`src/rtl/click_rr_arbiter.sv`:
```
// click_rr_arbiter: round-robin merge of N_REQ two-phase click channels onto one tagged downstream channel.
// Define CLICK_ARB_SYNC_EN to pass in_req and out_ack through 2-flop synchronizers.
module click_rr_arbiter #(
    parameter  int N_REQ      = 4,
    parameter  int DATA_WIDTH = 7,
    localparam int ID_W       = $clog2(N_REQ)
) (
    input  logic                            clk,
    input  logic                            rst,
    input  logic [N_REQ-1:0]                in_req,
    input  logic [N_REQ*(DATA_WIDTH+1)-1:0] in_data,
    output logic [N_REQ-1:0]                in_ack,
    output logic                            out_req,
    output logic [DATA_WIDTH:0]             out_data,
    output logic [ID_W-1:0]                 out_id,
    input  logic                            out_ack
);
    typedef enum logic {IDLE, BUSY} state_t;
    state_t              state_q;
    logic [N_REQ-1:0]    in_ack_q;
    logic [N_REQ-1:0]    req_v;
    logic [N_REQ-1:0]    pending;
    logic                out_req_q;
    logic                ack_v;
    logic [DATA_WIDTH:0] out_data_q;
    logic [ID_W-1:0]     out_id_q;
    logic [ID_W-1:0]     last_q;
    logic [ID_W-1:0]     sel_d;
`ifdef CLICK_ARB_SYNC_EN
    logic [N_REQ-1:0] req_s1_q;
    logic [N_REQ-1:0] req_s2_q;
    logic             ack_s1_q;
    logic             ack_s2_q;
    // two-flop synchronizers bring producer and consumer phases into the clk domain
    always_ff @(posedge clk or posedge rst) begin
        if (rst) begin
            req_s1_q <= '0;
            req_s2_q <= '0;
            ack_s1_q <= 1'b0;
            ack_s2_q <= 1'b0;
        end else begin
            req_s1_q <= in_req;
            req_s2_q <= req_s1_q;
            ack_s1_q <= out_ack;
            ack_s2_q <= ack_s1_q;
        end
    end
    assign req_v = req_s2_q;
    assign ack_v = ack_s2_q;
`else
    assign req_v = in_req;
    assign ack_v = out_ack;
`endif
    assign pending = req_v ^ in_ack_q;
    // rotating priority: scan farthest to nearest so the first pending index after last_q wins
    always_comb begin
        sel_d = '0;
        for (int i = N_REQ; i >= 1; i--) begin
            if (pending[(int'(last_q) + i) % N_REQ]) sel_d = ID_W'((int'(last_q) + i) % N_REQ);
        end
    end
    // IDLE grants and launches one word; BUSY waits for the downstream phase match, then acks the source
    always_ff @(posedge clk or posedge rst) begin
        if (rst) begin
            state_q    <= IDLE;
            in_ack_q   <= '0;
            out_req_q  <= 1'b0;
            out_data_q <= '0;
            out_id_q   <= '0;
            last_q     <= ID_W'(N_REQ - 1);
        end else if (state_q == IDLE) begin
            if (|pending) begin
                out_data_q <= in_data[int'(sel_d) * (DATA_WIDTH + 1) +: DATA_WIDTH + 1];
                out_id_q   <= sel_d;
                out_req_q  <= ~out_req_q;
                state_q    <= BUSY;
            end
        end else if (ack_v == out_req_q) begin
            in_ack_q[out_id_q] <= ~in_ack_q[out_id_q];
            last_q             <= out_id_q;
            state_q            <= IDLE;
        end
    end
    assign in_ack   = in_ack_q;
    assign out_req  = out_req_q;
    assign out_data = out_data_q;
    assign out_id   = out_id_q;
endmodule
```
`config.mk`:
```
export PLATFORM = sky130hd
export DESIGN_NAME = click_rr_arbiter
export DESIGN_NICKNAME = d
export VERILOG_FILES = /design/src/rtl/click_rr_arbiter.sv
export SDC_FILE = /design/constraint.sdc
export NUM_CORES = 1
export LEC_CHECK = 0
export BUFFER_PORTS_ARGS = -buffer_cell sky130_fd_sc_hd__buf_2
export CAP_MARGIN = 20
export CORE_MARGIN = 1.5
export CORE_UTILIZATION = 49
export DETAILED_ROUTE_END_ITERATION = 6
export PLACE_DENSITY = 0.93
export REMOVE_ABC_BUFFERS = 1
export SYNTH_ARGS = -nofsm -noshare
export SYNTH_HDL_FRONTEND = slang
export SYNTH_SLANG_ARGS = --single-unit
```
`constraint.sdc`:
```
create_clock -name clk -period 3.4 [get_ports clk]
set_input_delay 0.68 -clock clk [delete_from_list [all_inputs] [get_ports clk]]
set_output_delay 0.68 -clock clk [all_outputs]
set_load 0.02 [all_outputs]
```
==> metrics.csv <==
metric,value,unit
syn-cell-area,1170,um^2
layout.nets,203,
crit_type,primary input to flip-flop,
clockBufferDepth,2,
min_period,2.25,ns
grt_pass1_wl,4500,um
antenna_found_initial,0,
slew_viol_final,0,
setup-violations-final,0,
core,2230,um^2
worst-path-max-fanout,17,
drcViolationCount,0,
cts_setup_buffers,0,
cp-start-kind,primary input,
cts_tree,done,
hold_path_class,primary input to asynchronous set/reset pin,
antenna_left,0,
cellPowerDensity,1150,nW/um^2
dieArea,2680,um^2
ys_ff_latch,18,
ys_seq_area_share,38.8,%
fp-row-count,17,
finalWeightedCongestion,0.814,
insertion_delay,0.29,ns
initialDrtViolationCount,21,
crit_required,3.55,ns
finalCritPeriodShare,66.1,%
synth_cells,111,
area.growth.synth_to_final,26.0,%
first_global_vias,1061,
fin_skew,0.000702,ns
syn_avg_cell_area,10.5,um^2
yosysWarnings,0,
finalPower,1.68,mW
path_clk_slew,0.11,ns
p_leak,0.715,nW
crit_chain,buf_2 -> xor2_1 -> o221ai_2 -> nand2_2 -> a211oi_1 -> o31ai_1,
final_core_util,65.8,%
synth.distinct_cells,32,
hold_viol_final,0,
holdBufCountCts,0,
io_pins,54,
die_y,51.8,um
worstMarginPinSlew,0.835,ns
tns,0,ns
use_met3,2.87,%
via_per_inst,5.66,
cts-htree-levels,1,
clkSinkCount,18,
cap_violations,0,
grt_overflow,0,
met1_usage,25.8,%
status,completed,
drive_gt1_share,47.2,%
worst_ir_drop_vdd,598,uV
cts_made_buffers,3,
grtUsageMet2,42.1,%
drt-wirelength-per-cell,14.3,um
grt_max_degree,19,
vias,1082,
place_hpwl,2060,um
arrival,2.40,ns
port_buffers,53,
ctsResizeCount,0,
grt_use_total,22.8,%
relSlewSlack,44.1,%
clockRootBuffer,clkbuf_4,
first_pass_iters,4,
endpoint_kind,flip-flop,
busiest_layer,met2,
wl,2730,um
antenna_cells,0,
rsz0062_at_grt,no,
start_util,52.2,%
die_w,51.8,um
max_freq,445,MHz
critPathSlowestCell,o221ai_2,
slowest_delay,0.60,ns
==> path summary, 6_finish.rpt <==
check                       startpoint          end  slack, ns  cells after the start
max                          in_req[1]  out_data[0]       1.15                      6
max in group asynchronous          rst  out_data[3]       2.51                      2
max reg2reg                  in_ack[3]  out_data[0]       1.18                      5
min reg2reg                out_data[1]  out_data[1]       0.49                      2
min in group clk           out_data[1]  out_data[1]       0.49                      2
min                                rst    in_ack[3]       0.47                      2
==> synth_stat cells <==
master,n,area [um^2]
o31ai_2,2,25.0
xor2_2,2,32.5
a211oi_1,12,90.1
nand4_1,1,6.26
o32a_2,1,11.3
o31ai_1,5,37.5
buf_6,2,22.5
dfstp_2,2,52.6
a211o_2,1,10.0
mux2i_1,2,20.0
dfrtp_1,16,400
o41ai_4,1,27.5
a211oi_2,4,50.1
xnor2_1,6,52.6
nand2_2,1,6.26
mux2_2,2,22.5
nor3_1,1,5.00
clkbuf_1,1,3.75
buf_2,3,15.0
o21a_1,1,7.51
nor2_1,1,3.75
o21ai_0,3,15.0
xor2_1,4,35.0
o221ai_2,1,15.0
o21ai_2,1,8.76
and3_1,14,87.6
inv_1,5,18.8
nand2_1,12,45.0
nor3b_1,1,7.51
o221a_2,1,11.3
o221a_1,1,11.3
o311ai_1,1,8.76
==> placed cells by master (no fill, tap or decap), types with 2 or more instances in the layout <==
cell      count
mux2i_1       2
and3_1       14
o31ai_2       2
xor2_1        4
dfrtp_1      16
o31ai_1       5
dfstp_2       2
clkbuf_4      3
a211oi_1     12
nand2_1      12
mux2_2        2
xor2_2        2
a211oi_2      4
xnor2_1       6
buf_2        53
inv_1         5
o21ai_0       3
==> cell type report <==
| type | count | area [um^2] |
|---|---|---|
| fill | 194 | 764 |
| multi-input combinational | 82 | 653 |
| sequential | 18 | 453 |
| timing repair buffer | 54 | 273 |
| clock buffer | 4 | 36.3 |
| tap | 28 | 35.0 |
| inverter | 5 | 18.8 |
==> state kept, by name, indices dropped and copies added, names as in the netlist <==
signal    cells
in_ack        4
last_q        2
out_data      8
out_id        2
out_req       1
state_q       1
==> critical path: cells and delay by family <==
family / cells / cell delay [ns]
buffers and inverters: 1 / 0.11
XOR/XNOR: 1 / 0.20
AO/OA/AOI/OAI: 3 / 1.03
AND/OR/NAND/NOR: 1 / 0.36
==> layer usage <==
layer / up-vias / part of all wire [%]
met5: - / 0
met2: 42 / 52
met4: 0 / 0.59
met1: 511 / 42
met3: 2 / 5.2
li1: 527 / -
==> cells by family after synthesis <==
kind of cell / count (synthesis) / synth area share, %
muxes: 4 / 3.65
and+or+nand+nor: 31 / 13.8
DFF: 18 / 38.8
AOI/OAI and AO/OA: 35 / 28.2
xor gates and xnor gates: 12 / 10.3
buffers and inverters: 11 / 5.15
==> where the power goes <==
part	switching, mW	internal [mW]	total [mW]
combinational	0.663	0.436	1.10
sequential	0.111	0.340	0.451
clock	0.0681	0.0652	0.133
total	0.842	0.841	1.68
==> metrics by stage <==
stage / cell area, um^2 / cells / hold slack [ns] / worst slack (ns)
2_1_floorplan: 1120 / 105 / 0.567 / 1.14
3_3_place_gp: 1430 / 187 / 0.458 / 0.995
3_5_place_dp: 1430 / 187 / 0.469 / 0.836
4_1_cts: 1470 / 191 / 0.485 / 1.15
5_1_grt: 1470 / 191 / 0.510 / 1.00
6_report: 1470 / 191 / 0.467 / 1.15
No activity file was read; power rests on OpenSTA's default activity.
